## src/rtl/regfile_pkg.sv

```systemverilog
// Shared types and constants for the register-file writeback path.
package regfile_pkg;

    localparam int REG_ADDR_W = 5;
    localparam int REG_DATA_W = 32;
    localparam logic [REG_ADDR_W-1:0] ZERO_REG = '0;

    // One writeback request as presented by a requester.
    typedef struct packed {
        logic                  req;
        logic [REG_ADDR_W-1:0] addr;
        logic [REG_DATA_W-1:0] data;
    } wb_req_t;

    // Which requester wins when both ask in the same cycle.
    typedef enum logic {
        PRI_REQ0 = 1'b0,
        PRI_REQ1 = 1'b1
    } prio_t;

endpackage

```

## src/rtl/rr_arbiter2.sv

```systemverilog
// Two-way round-robin arbiter: combinational one-hot grant, registered
// priority pointer that moves to the loser after every grant.
module rr_arbiter2
    import regfile_pkg::*;
(
    input  logic       Clk,
    input  logic       R,
    input  logic [1:0] req,
    input  logic       en,
    output logic [1:0] gnt
);

    prio_t ptr;

    // Grant decision for the current cycle; nothing is granted during reset or when disabled.
    always_comb begin
        // NOTE: default assignment first so every path assigns gnt and no latch is inferred.
        gnt = 2'b00;
        if (en && !R) begin
            if (req == 2'b11) begin
                gnt = (ptr == PRI_REQ1) ? 2'b10 : 2'b01;
            end else begin
                gnt = req;
            end
        end
    end

    // Priority pointer hands precedence to the requester that did not win.
    always_ff @(posedge Clk or posedge R) begin
        if (R) begin
            // NOTE: sequential state uses non-blocking assignments so all flops update together.
            ptr <= PRI_REQ0;
        end else if (gnt[0]) begin
            ptr <= PRI_REQ1;
        end else if (gnt[1]) begin
            ptr <= PRI_REQ0;
        end
    end

endmodule

```

## src/rtl/regfile_write_arbiter.sv

```systemverilog
// Shares the register file's single write port between the ALU and load
// writeback paths. Writes to x0 are granted but never strobed into the file.
module regfile_write_arbiter
    import regfile_pkg::*;
#(
    parameter int N      = REG_DATA_W,
    parameter int ADDR_W = REG_ADDR_W,
    parameter int CNT_W  = 16
) (
    input  logic              Clk,
    input  logic              R,
    input  logic              req0,
    input  logic [ADDR_W-1:0] addr0,
    input  logic [N-1:0]      data0,
    output logic              gnt0,
    input  logic              req1,
    input  logic [ADDR_W-1:0] addr1,
    input  logic [N-1:0]      data1,
    output logic              gnt1,
    input  logic              stall,
    output logic              we,
    output logic [ADDR_W-1:0] waddr,
    output logic [N-1:0]      wdata,
    output logic              busy,
    output logic [CNT_W-1:0]  wr_count
);

    localparam logic [CNT_W-1:0]  CNT_MAX = '1;
    localparam logic [ADDR_W-1:0] X0_ADDR = ADDR_W'(ZERO_REG);

    logic [1:0]        req_vec;
    logic [1:0]        gnt_vec;
    logic [ADDR_W-1:0] win_addr;
    logic [N-1:0]      win_data;

    assign req_vec = {req1, req0};

    rr_arbiter2 u_arb (
        .Clk (Clk),
        .R   (R),
        .req (req_vec),
        .en  (~stall),
        .gnt (gnt_vec)
    );

    assign gnt0 = gnt_vec[0];
    assign gnt1 = gnt_vec[1];
    assign busy = (req0 | req1) & ~(gnt0 | gnt1);

    // Select the winning requester's address and data.
    always_comb begin
        win_addr = addr0;
        win_data = data0;
        if (gnt1) begin
            win_addr = addr1;
            win_data = data1;
        end
    end

    // Register the write one cycle after the grant; x0 writes load the bus but do not strobe.
    always_ff @(posedge Clk or posedge R) begin
        if (R) begin
            we    <= 1'b0;
            waddr <= '0;
            wdata <= '0;
        end else if (gnt0 || gnt1) begin
            we    <= (win_addr != X0_ADDR);
            waddr <= win_addr;
            wdata <= win_data;
        end else begin
            we    <= 1'b0;
        end
    end

    // Count strobes actually issued to the register file, holding at the maximum.
    always_ff @(posedge Clk or posedge R) begin
        if (R) begin
            wr_count <= '0;
        end else if (we && (wr_count != CNT_MAX)) begin
            wr_count <= wr_count + CNT_W'(1);
        end
    end

endmodule

```

## config.mk

```make
export PLATFORM = sky130hd
export DESIGN_NAME = regfile_write_arbiter
export DESIGN_NICKNAME = d
export VERILOG_FILES = /design/src/rtl/regfile_pkg.sv /design/src/rtl/rr_arbiter2.sv /design/src/rtl/regfile_write_arbiter.sv
export SDC_FILE = /design/constraint.sdc
export NUM_CORES = 1
export LEC_CHECK = 0
export CAP_MARGIN = 20
export CORE_MARGIN = 5
export CORE_UTILIZATION = 43
export CTS_CLUSTER_DIAMETER = 200
export CTS_CLUSTER_SIZE = 12
export DETAILED_ROUTE_END_ITERATION = 16
export PLACE_DENSITY = 0.86
export SKIP_LAST_GASP = 1
export SYNTH_ARGS = -nofsm -noshare
export SYNTH_HDL_FRONTEND = slang
export SYNTH_SLANG_ARGS = --single-unit
```

## constraint.sdc

```tcl
create_clock -name Clk -period 2.9 [get_ports Clk]
set_input_delay 0.58 -clock Clk [delete_from_list [all_inputs] [get_ports Clk]]
set_output_delay 0.58 -clock Clk [all_outputs]
set_load 0.02 [all_outputs]
```

After elaboration in Yosys (flattened, before gate mapping)
Index checks and enable logic that the tools add are counted.
Widths: inputs -> output; s select.
- bits in registers: 55
- output and inout port bits: 57
- add/subtract/negate cells: 1
- equal/unequal tests: 2
- multiplexer cells: 8
- bitwise gates (word level): 5
- reduce and logical (&&, ||, !) cells: 6
- operators by type and width (operator ; count):
    $mux 32 ; 1
    $add 16x1->16 const B ; 1
    $ne 16x16->1 const B ; 1
    $mux 2 ; 3
    $mux 5 ; 1
    $reduce_bool 5->1 ; 1
    $mux 1 ; 3
    $eq 2x2->1 const B ; 1
    $logic_and 1x1->1 ; 2
    $not 1->1 ; 2
    $or 1x1->1 ; 2
    $reduce_bool 2->1 ; 1
    $and 1x1->1 ; 1
    $logic_not 1->1 ; 1
    $logic_or 1x1->1 ; 1

Longest topological paths before layout
Gate-level depths: netlist (run 1).
- word-level depth: 6
- gate-level depth with buffers: 6
- gate-level depth less buffers: 5

Hierarchy
From an unflattened synthesis (run 1), not the netlist that was laid out.
- cell total of the unflattened synthesis: 255
- area total of the unflattened synthesis: 2663.8 um^2
- by module, submodules not included (module ; times used ; cells each ; area an instance (um^2) ; seq. area each (um^2)):
    regfile_write_arbiter ; 1 ; 247 ; 2588.7 ; 1351.3
    rr_arbiter2 ; 1 ; 8 ; 75.1 ; 25.0

Least setup slack after synthesis (run 1)
OpenSTA, ideal clock, no wires.
- path type: input -> output
- start: in stall
- end: out gnt1
- data arrival time: 1.248 ns
- data required time: 2.320 ns
- setup slack: 1.072 ns
- stages: 4
- cells stage by stage: nor2_1 nand3_1 buf_2 inv_1
- cells in the longest elaborated chain, start to end: 3
- RTL lines (what ; line ; source):
    start: declaration ; regfile_write_arbiter.sv:20 ; input logic stall,
    $not 1->1 ; regfile_write_arbiter.sv:42 ; .en (~stall),
    $logic_and 1x1->1 ; rr_arbiter2.sv:19 ; if (en && !R) begin
    $mux 2 ; rr_arbiter2.sv:19 ;
    end: declaration ; regfile_write_arbiter.sv:19 ; output logic gnt1,
Every way passes these cells.

Worst setup path in the final report (run 1)
- start: in R
- end: out gnt0
- cells in the longest elaborated chain, start to end: 3
- RTL lines (what ; line ; source):
    start: declaration ; regfile_write_arbiter.sv:11 ; input logic R,
    $logic_not 1->1 (no source line) ; -- ;
    $logic_and 1x1->1 ; rr_arbiter2.sv:19 ;
    $mux 2 ; rr_arbiter2.sv:19 ;
    end: declaration ; regfile_write_arbiter.sv:15 ; output logic gnt0,
Every way passes these cells.

==> results.md, run 1 <==
- Status: finished, final reports clean
- Element type at the critical path start: input port
- GPL Wtd Cong: ~0.77
- Worst slew pin tran: 0.645 ns
- Total wire length: ~7200 um
- Clk_skew: about 0.0019 ns
- Layout cell share with drive strength beyond 1: under 10%
- Sw Ratio: around a third
- Largest net degree at the start of global routing: between 40 and 50
- Ant diodes: 0
- Max-Cap Viols: 0
- Highest Clock Rate: 361 MHz
- Synthesized net count: between 300 and 400
- Bufs on Longest Clock Path: 2
- # rows: 28
- Worst-skew pair later-pin latency: roughly 0.30 ns
- CP Max Fanout: 4
- Reg2reg path depth: 5
- PortBufs: 135
- # IOs: about 140
- WP buf/inv: 2
- Register area share after synthesis: between 50% and 60%
- Core box area: between 5000 and 6000 um^2
- Post-DP HPWL: 5770 um
- Int Power: about 1500 uW
- Vias in the first global route: ~2500
- Crit-path leading delay family: buffers and inverters
- Area growth syn-to-layout: 58.1%
- Post-synth EDFFs: 0
- Clock sink count: 55
- Most common cell after layout, fill and taps aside: clkdlybuf4s50_1
- Sequential share of power: between 40 and 50%
- Synth Register Bits: between 50 and 60
- Async S/R FF share, synth: between 90% and 100%
- Post-CTS Repair Setup Buffers: 0
- Total power: roughly 2200 uW
- Period utilization: a little over nine tenths
- Detail Route Antenna Nets: 0
- DRC viols: 0
- Power Density: 515 nW/um^2
- Final global-route overflow total: 0
- Minimum clock period: ~2.8 ns
- Stages on the worst setup path: 5
- Die ar.: 7840 um^2
- Synth Flop Type: dfrtp_1
- Synth Area per Inst: between 10 and 15 um^2
- Final setup viols: 0
- CTS Root Cell: clkbuf_8
- Setup TNS: 0 ns
- CTS resizes: 0
- Clk network pwr share: between 10% and 20%
- Die height: 88.5 um
- Final non-filler cell total: ~460
- Netlist cell types: 35
- CP Capture Type: primary output
- Worst ir drop on vdd: around 0.37 mV
- H-Tree Depth: 2
- Initial Util: about 45%
- Most common cell on crit path: clkdlybuf4s50_1
- Initial antenna violation count: 0
- Placed cells: about 460
- Pins Over Slew Limit: 0
- Fillers: slightly below 500
- Unrepaired setup endpoints after global routing: false
- Synth warnings: 0
- Largest stage delay on the critical path: about 0.65 ns
- First drt pass iteration count: 5
- Slowest CP cell: clkdlybuf4s50_1
- Routed vias/inst: a little over 5
- Commonest cells after routing, fill and taps aside: 135 x clkdlybuf4s50_1, 55 x dfrtp_1, 44 x nand2_1
- CTS tree: built
- Syn Std Cell Area: roughly 2700 um^2
- HP Class: flop to flop
- DR iter-0 viols: 76
- Wirelength per Cell: ~16 um
- Kind of critical path: input port to primary output
- Comb pwr share: a little over a third
- Post-Synthesis Cells: around 260
- Layout Nets: roughly 470
- Final Hold Fails: 0
- Die Wd: between 80 and 90 um
- Critical path arrival: around 2.2 ns
- Clk pin slew, worst setup/hold paths: 0.09 ns
- GRT Util Overall: about a fifth
- Sw power: between 600 and 700 uW
- Worst rel slew slack: a little under three fifths
- Req. time, crit path: around 2.3 ns
- Leakage: between 0.0015 and 0.002 uW
- Hold path depth: 2
- Cts hold-fix bufs: 0
- First-pass GRT wire length: about 11000 um
- Num CTS Buffers: 5
- Via count: approximately 2400
- Worst path cell trace: clkdlybuf4s50_1 -> nor2_1 -> nand2_1 -> a21oi_1 -> clkdlybuf4s50_1
==> per-stage QoR <==
| step | utilization (%) | area (um^2) | worst slack, ns | hold slack [ns] |
|---|---|---|---|---|
| 2_1_floorplan | - | 2650 | 0.977 | 0.464 |
| 3_3_place_gp | 68.9 | 4100 | 0.213 | 0.461 |
| 3_5_place_dp | 68.9 | 4100 | 0.148 | 0.469 |
| 4_1_cts | 70.4 | 4190 | 0.135 | 0.490 |
| 5_1_grt | 70.4 | 4190 | 0.0374 | 0.513 |
| 6_report | 70.4 | 4190 | 0.130 | 0.485 |
==> synthesized netlist by cell type, types with 2 or more instances <==
| cell type | number | area, um^2 |
|---|---|---|
| dfrtp_1 | 55 | 1380 |
| nand2_1 | 44 | 165 |
| mux2i_1 | 39 | 390 |
| o21ai_0 | 38 | 190 |
| a21oi_1 | 8 | 40.0 |
| buf_2 | 8 | 40.0 |
| nor2_1 | 8 | 30.0 |
| clkbuf_1 | 5 | 18.8 |
| inv_1 | 5 | 18.8 |
| nand3_1 | 5 | 25.0 |
| a211oi_1 | 4 | 30.0 |
| xnor2_1 | 4 | 35.0 |
| xor2_1 | 3 | 26.3 |
| a41oi_1 | 2 | 17.5 |
| and3_1 | 2 | 12.5 |
| nand2b_1 | 2 | 12.5 |
| nand4b_1 | 2 | 17.5 |
| nor3_1 | 2 | 10.0 |
| nor4_1 | 2 | 12.5 |
| or4_1 | 2 | 15.0 |
==> path summary, 6_finish.rpt <==
| check | slack [ns] | start | endpoint |
|---|---|---|---|
| min reg2reg | 0.48 | waddr[2] | waddr[2] |
| max in group asynchronous | 1.64 | R | wdata[21] |
| max reg2reg | 0.90 | wr_count[0] | wr_count[14] |
| min in group asynchronous | 0.70 | R | u_arb.ptr |
| min | 0.48 | waddr[2] | waddr[2] |
| max | 0.13 | R | gnt0 |
==> layer usage <==
| metal | wire [um] | part of all wire, % | vias up | GRT usage, % |
|---|---|---|---|---|
| met2 | 3500 | 48 | 113 | 32.2 |
| li1 | - | - | 1169 | - |
| met3 | 962 | 13 | 7 | 9.22 |
| met4 | 91 | 1.3 | 0 | 4.53 |
| met5 | 0 | 0 | - | 0 |
| met1 | 2690 | 37 | 1120 | 20.7 |
==> area by class of cell <==
| cell class | count | area [um^2] | share of cell area (%) |
|---|---|---|---|
| Timing Repair Buffer | 140 | 1400 | 33.4 |
| Sequential cell | 55 | 1380 | 32.8 |
| Clock buffer | 6 | 82.6 | 1.97 |
| Multi-Input combinational cell | 182 | 1210 | 29.0 |
| Tap cell | 75 | 93.8 | 2.24 |
| Clock inverter | 1 | 5.00 | 0.119 |
| Inverter | 5 | 18.8 | 0.448 |
==> cell families after synthesis <==
family / count (synthesis) / synth area share (%)
AO/OA/AOI/OAI: 56 / 12.0
XOR/XNOR: 7 / 2.31
adder cells (fa/ha/maj): 1 / 0.472
buffers and inverters: 18 / 2.93
flip-flops: 55 / 51.9
multiplexers: 41 / 15.7
AND/OR/NAND/NOR: 77 / 14.7
==> sequential cells by signal (all words and copies together), names as in the netlist <==
name,flops
wdata,32
wr_count,16
waddr,5
u_arb.ptr,1
we,1
==> worst register-to-register path, delay by kind of cell (launching register included) <==
family / cells / cell delay (ns)
simple gates: 2 / 0.76
flops: 1 / 0.42
fa+ha+maj: 1 / 0.42
compound gates: 2 / 0.32
==> power by group through the flow <==
stage,Combinational [uW],Sequential [uW],Clock [uW]
floorplan,197,1130,0
global placement,749,989,0
detailed placement,765,996,0
CTS,767,983,437
global route,812,1000,467
finish,754,981,425
(Power assumes the default switching activity.)
==> inputs of run 2 (changes only) <==
Settings changed: CORE_UTILIZATION 43 to 40, GPL_TIMING_DRIVEN from default to 1, PLACE_DENSITY 0.86 to 0.81.
==> results.md, run 2 (same netlist as run 1, synthesis figures left out) <==
- Minimum clock period: 2.70 ns (was 2.77 ns)
- DRC viols: 0 (unchanged)
- Die Wd: 91.4 um (was 88.5 um)
- Layout cell share with drive strength beyond 1: 5.38% (was 5.40%)
- Crit-path leading delay family: buffers and inverters (unchanged)
- Total power: 2190 uW (was 2160 uW)
- GR Layer Usage met1: 19.3% (was 20.7%)
- Period utilization: 93.1% (was 95.5%)
- Unrepaired setup endpoints after global routing: false (unchanged)
- Power Density: 519 nW/um^2 (was 515 nW/um^2)
- Largest Register: wdata (unchanged)
- Final Util: 66.1% (was 70.4%)
- Clock sink count: 55 (unchanged)
- Most common cell after layout, fill and taps aside: clkdlybuf4s50_1 (unchanged)
- # rows: 29 (was 28)
- Kind of critical path: input port to primary output (unchanged)
- Max-Cap Viols: 0 (unchanged)
- Slowest CP cell: clkdlybuf4s50_1 (unchanged)
- Vias in the first global route: 2400 (was 2468)
- Largest stage delay on the critical path: 0.62 ns (was 0.65 ns)
- Largest registers: wdata x32, wr_count x16, waddr x5 (unchanged)
- Final setup viols: 0 (unchanged)
- Commonest cells after routing, fill and taps aside: 134 x clkdlybuf4s50_1, 55 x dfrtp_1, 44 x nand2_1 (was 135 x clkdlybuf4s50_1, 55 x dfrtp_1, 44 x nand2_1)
- WHS: 0.481 ns (was 0.485 ns)
- CP Max Fanout: 3 (was 4)
- Via count: 2360 (was 2409)
- GR Layer Usage met2: 30.1% (was 32.2%)
- First drt pass iteration count: 4 (was 5)
- Post-DP HPWL: 5830 um (was 5770 um)
- Setup TNS: 0 ns (unchanged)
- Most Crowded Layer GR: met2 (unchanged)
- First-pass GRT wire length: 11800 um (was 11400 um)
- Clk pin slew, worst setup/hold paths: 0.09 ns (about the same)
- Die height: 91.4 um (was 88.5 um)
- CTS resizes: 0 (unchanged)
- Total wire length: 7380 um (was 7250 um)
- Clk_skew: 0.00759 ns (was 0.00185 ns)
- Initial Util: 41.5% (was 44.5%)
- # IOs: 136 (unchanged)
- Final Hold Fails: 0 (unchanged)
- Element type at the critical path start: input port (unchanged)
- Worst-skew pair later-pin latency: 0.30 ns (about the same)
- Detail Route Antenna Nets: 0 (unchanged)
- Worst slew pin tran: 0.774 ns (was 0.645 ns)
- Ant diodes: 0 (unchanged)
- CP Capture Type: primary output (unchanged)
- Worst rel slew slack: 48.2% (was 57.0%)
- Met3 usage in global routing: 8.35% (was 9.22%)
- Worst path cell trace: clkdlybuf4s50_1 -> nor2_1 -> nand3_2 -> inv_1 -> clkdlybuf4s50_1 (was clkdlybuf4s50_1 -> nor2_1 -> nand2_1 -> a21oi_1 -> clkdlybuf4s50_1)
- Num CTS Buffers: 5 (unchanged)
- Final global-route overflow total: 0 (unchanged)
- HP Class: flop to flop (unchanged)
- Setup ws final: 0.200 ns (was 0.130 ns)
- DR iter-0 viols: 38 (was 76)
- WP buf/inv: 3 (was 2)
- H-Tree Depth: 2 (unchanged)
- Cts hold-fix bufs: 0 (unchanged)
- Leakage: 0.00201 uW (was 0.00199 uW)
- Bufs on Longest Clock Path: 2 (unchanged)
- GPL Wtd Cong: 0.756 (was 0.767)
- Largest net degree at the start of global routing: 44 (was 42)
- Worst slack, placed: 0.125 ns (was 0.148 ns)
- Initial antenna violation count: 0 (unchanged)
- Critical path arrival: 2.12 ns (was 2.19 ns)
- Area growth syn-to-layout: 59.2% (was 58.1%)
- Status: finished, final reports clean (unchanged)
- Max reg flops: 32 (unchanged)
- Die ar.: 8360 um^2 (was 7840 um^2)
- Core box area: 6390 um^2 (was 5960 um^2)
- Worst ir drop on vdd: 0.444 mV (was 0.373 mV)
- Wirelength per Cell: 15.8 um (was 15.6 um)
- GRT Util Overall: 17.4% (was 18.7%)
- PortBufs: 135 (unchanged)
- Routed vias/inst: 5.05 (was 5.19)
- Most common cell on crit path: clkdlybuf4s50_1 (unchanged)
- CTS Root Cell: clkbuf_8 (unchanged)
- Highest Clock Rate: 370 MHz (was 361 MHz)
- Req. time, crit path: 2.32 ns (about the same)
- Post-CTS Repair Setup Buffers: 0 (unchanged)
- Layout Nets: 469 (unchanged)
- Pins Over Slew Limit: 0 (unchanged)
- CTS tree: built (unchanged)
==> run 2: changes by cell type in the layout (fill, tap and decap cells not counted) <==
| cell | delta |
|---|---|
| dlymetal6s2s_1 | +1 |
| buf_4 | -1 |
| clkbuf_8 | +1 |
| buf_12 | +1 |
| clkbuf_1 | +1 |
| clkdlybuf4s50_1 | -1 |
| clkinv_2 | -1 |
==> run 2: worst paths after layout <==
| check | startpoint | end | slack, ns | cells past startpoint |
|---|---|---|---|---|
| hold / removal | wdata[2] | wdata[2] | 0.48 | 2 |
| min in group asynchronous | R | u_arb.ptr | 0.68 | 2 |
| setup reg to reg | wr_count[0] | wr_count[14] | 1.00 | 5 |
| hold reg to reg | wdata[2] | wdata[2] | 0.48 | 2 |
| setup / recovery | R | gnt1 | 0.20 | 5 |
| max in group asynchronous | R | wr_count[0] | 1.66 | 3 |
==> run 2: per-layer routing <==
layer	vias up	wire length, um
li1	1167	-
met1	1092	2750
met2	97	3730
met3	4	854
met4	0	44
met5	-	0
==> run 2: stage by stage <==
stage | instances | instance area (um^2)
floorplan | 255 | 2650
detailed placement | 459 | 4120
finish | 467 | 4220
global route | 467 | 4220
CTS | 467 | 4220
global placement | 459 | 4120
==> run 2: tightest hold or removal path: stages, from the launching register on <==
cell and delay, ns:
dfrtp_1 0.35, nand2_1 0.04, o21ai_0 0.06
==> run 2: area by class of cell <==
class	instances	area [um^2]
tap	77	96.3
inverter	5	18.8
sequential	55	1380
multi-input combinational	182	1210
fill	530	2160
clock buffer	8	100
timing repair buffer	140	1420
==> run 2: report_power, final <==
part           leakage (uW)  switching [uW]  internal, uW
sequential         0.000699            94.3           886
combinational       0.00126             362           396
clock             0.0000515             235           218
total               0.00201             691          1500
==> inputs of run 3 (changes only) <==
Settings changed: CORE_MARGIN 5 to default.
Clock period 2.9 ns to 2.7 ns, I/O delays scaled along.
==> results.md, run 3 (same netlist as run 1, synthesis figures left out) <==
- Detail Route Antenna Nets: 0 (unchanged)
- Total wire length: 6610 um (was 7380 um)
- First drt pass iteration count: 4 (unchanged)
- Die ar.: 6960 um^2 (was 8360 um^2)
- Vias in the first global route: 2290 (was 2400)
- Die Wd: 83.4 um (was 91.4 um)
- Req. time, crit path: 2.16 ns (was 2.32 ns)
- Final Hold Fails: 0 (unchanged)
- Sequential share of power: 45.9% (was 44.7%)
- Ant diodes: 0 (unchanged)
- Die height: 83.4 um (was 91.4 um)
- Fillers: 505 (was 530)
- Min-Delay Startpoint: wdata[1] (was wdata[2])
- Highest Clock Rate: roughly 380 MHz
- CP Max Fanout: 3 (unchanged)
- Layout Nets: 468 (was 469)
- Worst R2R Start: wr_count[0] (unchanged)
- CTS Root Cell: clkbuf_8 (unchanged)
- Area growth syn-to-layout: 57.7% (was 59.2%)
- Largest stage delay on the critical path: 0.64 ns (was 0.62 ns)
- Pins Over Slew Limit: 0 (unchanged)
- Sw power: 746 uW (was 691 uW)
- Power Density: 551 nW/um^2 (was 519 nW/um^2)
- Via count: 2343 (was 2360)
- Worst ir drop on vdd: 0.589 mV (was 0.444 mV)
- Sw Ratio: 32.4% (was 31.5%)
- Num CTS Buffers: 5 (unchanged)
- CTS resizes: 0 (unchanged)
- Cts hold-fix bufs: 0 (unchanged)
- # IOs: 136 (unchanged)
- CTS tree: built (unchanged)
- Max reg flops: 32 (unchanged)
- Unrepaired setup endpoints after global routing: false (unchanged)
- Comb pwr share: 35.0% (was 34.6%)
- Initial Util: 41.5% (unchanged)
- Clk network pwr share: 19.1% (was 20.7%)
- Leakage: 0.00198 uW (was 0.00201 uW)
- GRT Util Overall: 19.7% (was 17.4%)
- Setup TNS: 0 ns (unchanged)
- Initial antenna violation count: 0 (unchanged)
- Routed vias/inst: 5.03 (was 5.05)
- Int Power: 1560 uW (was 1500 uW)
- Bufs on Longest Clock Path: 2 (unchanged)
- Largest registers: wdata x32, wr_count x16, waddr x5 (unchanged)
- WHS: 0.484 ns (was 0.481 ns)
- Worst path cell trace: clkdlybuf4s50_1 -> nor2_1 -> nand2_1 -> a21oi_1 -> clkdlybuf4s50_1 (was clkdlybuf4s50_1 -> nor2_1 -> nand3_2 -> inv_1 -> clkdlybuf4s50_1)
- Wirelength per Cell: 14.2 um (was 15.8 um)
- Post-CTS Repair Setup Buffers: 0 (unchanged)
- Worst slew pin tran: 0.793 ns (was 0.774 ns)
- First-pass GRT wire length: 10900 um (was 11800 um)
- GPL Wtd Cong: 0.812 (was 0.756)
- Commonest cells after routing, fill and taps aside: 135 x clkdlybuf4s50_1, 55 x dfrtp_1, 44 x nand2_1 (was 134 x clkdlybuf4s50_1, 55 x dfrtp_1, 44 x nand2_1)
- Clock sink count: 55 (unchanged)
- Post-DP HPWL: 5000 um (was 5830 um)
- Most common cell on crit path: clkdlybuf4s50_1 (unchanged)
- Final Cell Area: 4180 um^2 (was 4220 um^2)
- CP Capture Type: primary output (unchanged)
- HP Class: flop to flop (unchanged)
- Max-Cap Viols: 0 (unchanged)
- Clk pin slew, worst setup/hold paths: 0.10 ns (was 0.09 ns)
- Clk_skew: 0.00513 ns (was 0.00759 ns)
- # rows: 29 (unchanged)
- Post-Place Cell Area: 4100 um^2 (was 4120 um^2)
- Worst rel slew slack: 46.9% (was 48.2%)
- DRC viols: 0 (unchanged)
- Slowest CP cell: clkdlybuf4s50_1 (unchanged)
- Layout cell share with drive strength beyond 1: 4.88% (was 5.38%)
- H-Tree Depth: 2 (unchanged)
- Largest Register: wdata (unchanged)
- Final Util: 65.5% (was 66.1%)
- PortBufs: 135 (unchanged)
- Most common cell after layout, fill and taps aside: clkdlybuf4s50_1 (unchanged)
- Final setup viols: 0 (unchanged)
- Status: finished, final reports clean (unchanged)
- Final global-route overflow total: 0 (unchanged)
- Critical path arrival: 2.08 ns (was 2.12 ns)
- Kind of critical path: input port to primary output (unchanged)
- CP startpoint: R (unchanged)
- Largest net degree at the start of global routing: 56 (was 44)
- Core box area: 6390 um^2 (unchanged)
- Minimum clock period: 2.62 ns
- Period utilization: a little over nine tenths
- Worst-skew pair later-pin latency: 0.30 ns (about the same)
- DR iter-0 viols: 100 (was 38)
- Element type at the critical path start: input port (unchanged)
[run 3: changes by cell type in the layout (fill, tap and decap cells not counted)]
cell | previous run | this run
clkdlybuf4s50_1 | 134 | 135
dlymetal6s2s_1 | 1 | 0
buf_12 | 2 | 1
clkbuf_8 | 7 | 5
clkbuf_1 | 1 | 2
clkinv_2 | 0 | 1
[run 3: stage by stage]
stage | total power [uW] | std cells | setup slack (ns)
2_1_floorplan | 1430 | 255 | 0.817
3_3_place_gp | 1860 | 458 | 0.139
3_5_place_dp | 1890 | 458 | 0.107
4_1_cts | 2330 | 466 | 0.0933
5_1_grt | 2430 | 466 | 0.0120
6_report | 2300 | 466 | 0.0784
[run 3: power groups by stage]
stage / clock, uW / combinational [uW] / sequential [uW]
floorplan: 0 / 211 / 1220
global route: 488 / 863 / 1080
CTS: 458 / 816 / 1060
detailed placement: 0 / 814 / 1070
finish: 440 / 806 / 1060
global placement: 0 / 799 / 1060
[run 3: layout make-up]
| type | count | area (um^2) | area share [%] |
|---|---|---|---|
| inverter | 5 | 18.8 | 0.449 |
| tap | 77 | 96.3 | 2.30 |
| clock inverter | 1 | 5.00 | 0.120 |
| sequential | 55 | 1380 | 32.9 |
| multi-input combinational | 182 | 1210 | 29.0 |
| clock buffer | 7 | 76.3 | 1.83 |
| timing repair buffer | 139 | 1390 | 33.3 |
[run 3: metal layers]
| metal | up-vias | wire, um | GRT usage (%) |
|---|---|---|---|
| met1 | 1068 | 2820 | 25.2 |
| met2 | 101 | 3100 | 31.2 |
| met4 | 0 | 107 | 5.70 |
| met3 | 8 | 588 | 7.46 |
| met5 | - | 0 | 0 |
| li1 | 1166 | - | - |
[run 3: worst paths after layout]
path	cells past startpoint	endpoint	slack, ns
hold reg to reg	2	wdata[1]	0.48
min in group asynchronous	3	waddr[3]	0.77
hold / removal	2	wdata[1]	0.48
setup reg to reg	5	wr_count[10]	0.81
setup / recovery	5	gnt0	0.08
max in group asynchronous	3	wdata[10]	1.48
[run 3: critical path: cells and delay by family]
| family | cells | cell delay (ns) |
|---|---|---|
| AO/OA/AOI/OAI | 1 | 0.18 |
| buffers and inverters | 2 | 1.07 |
| AND/OR/NAND/NOR | 2 | 0.29 |
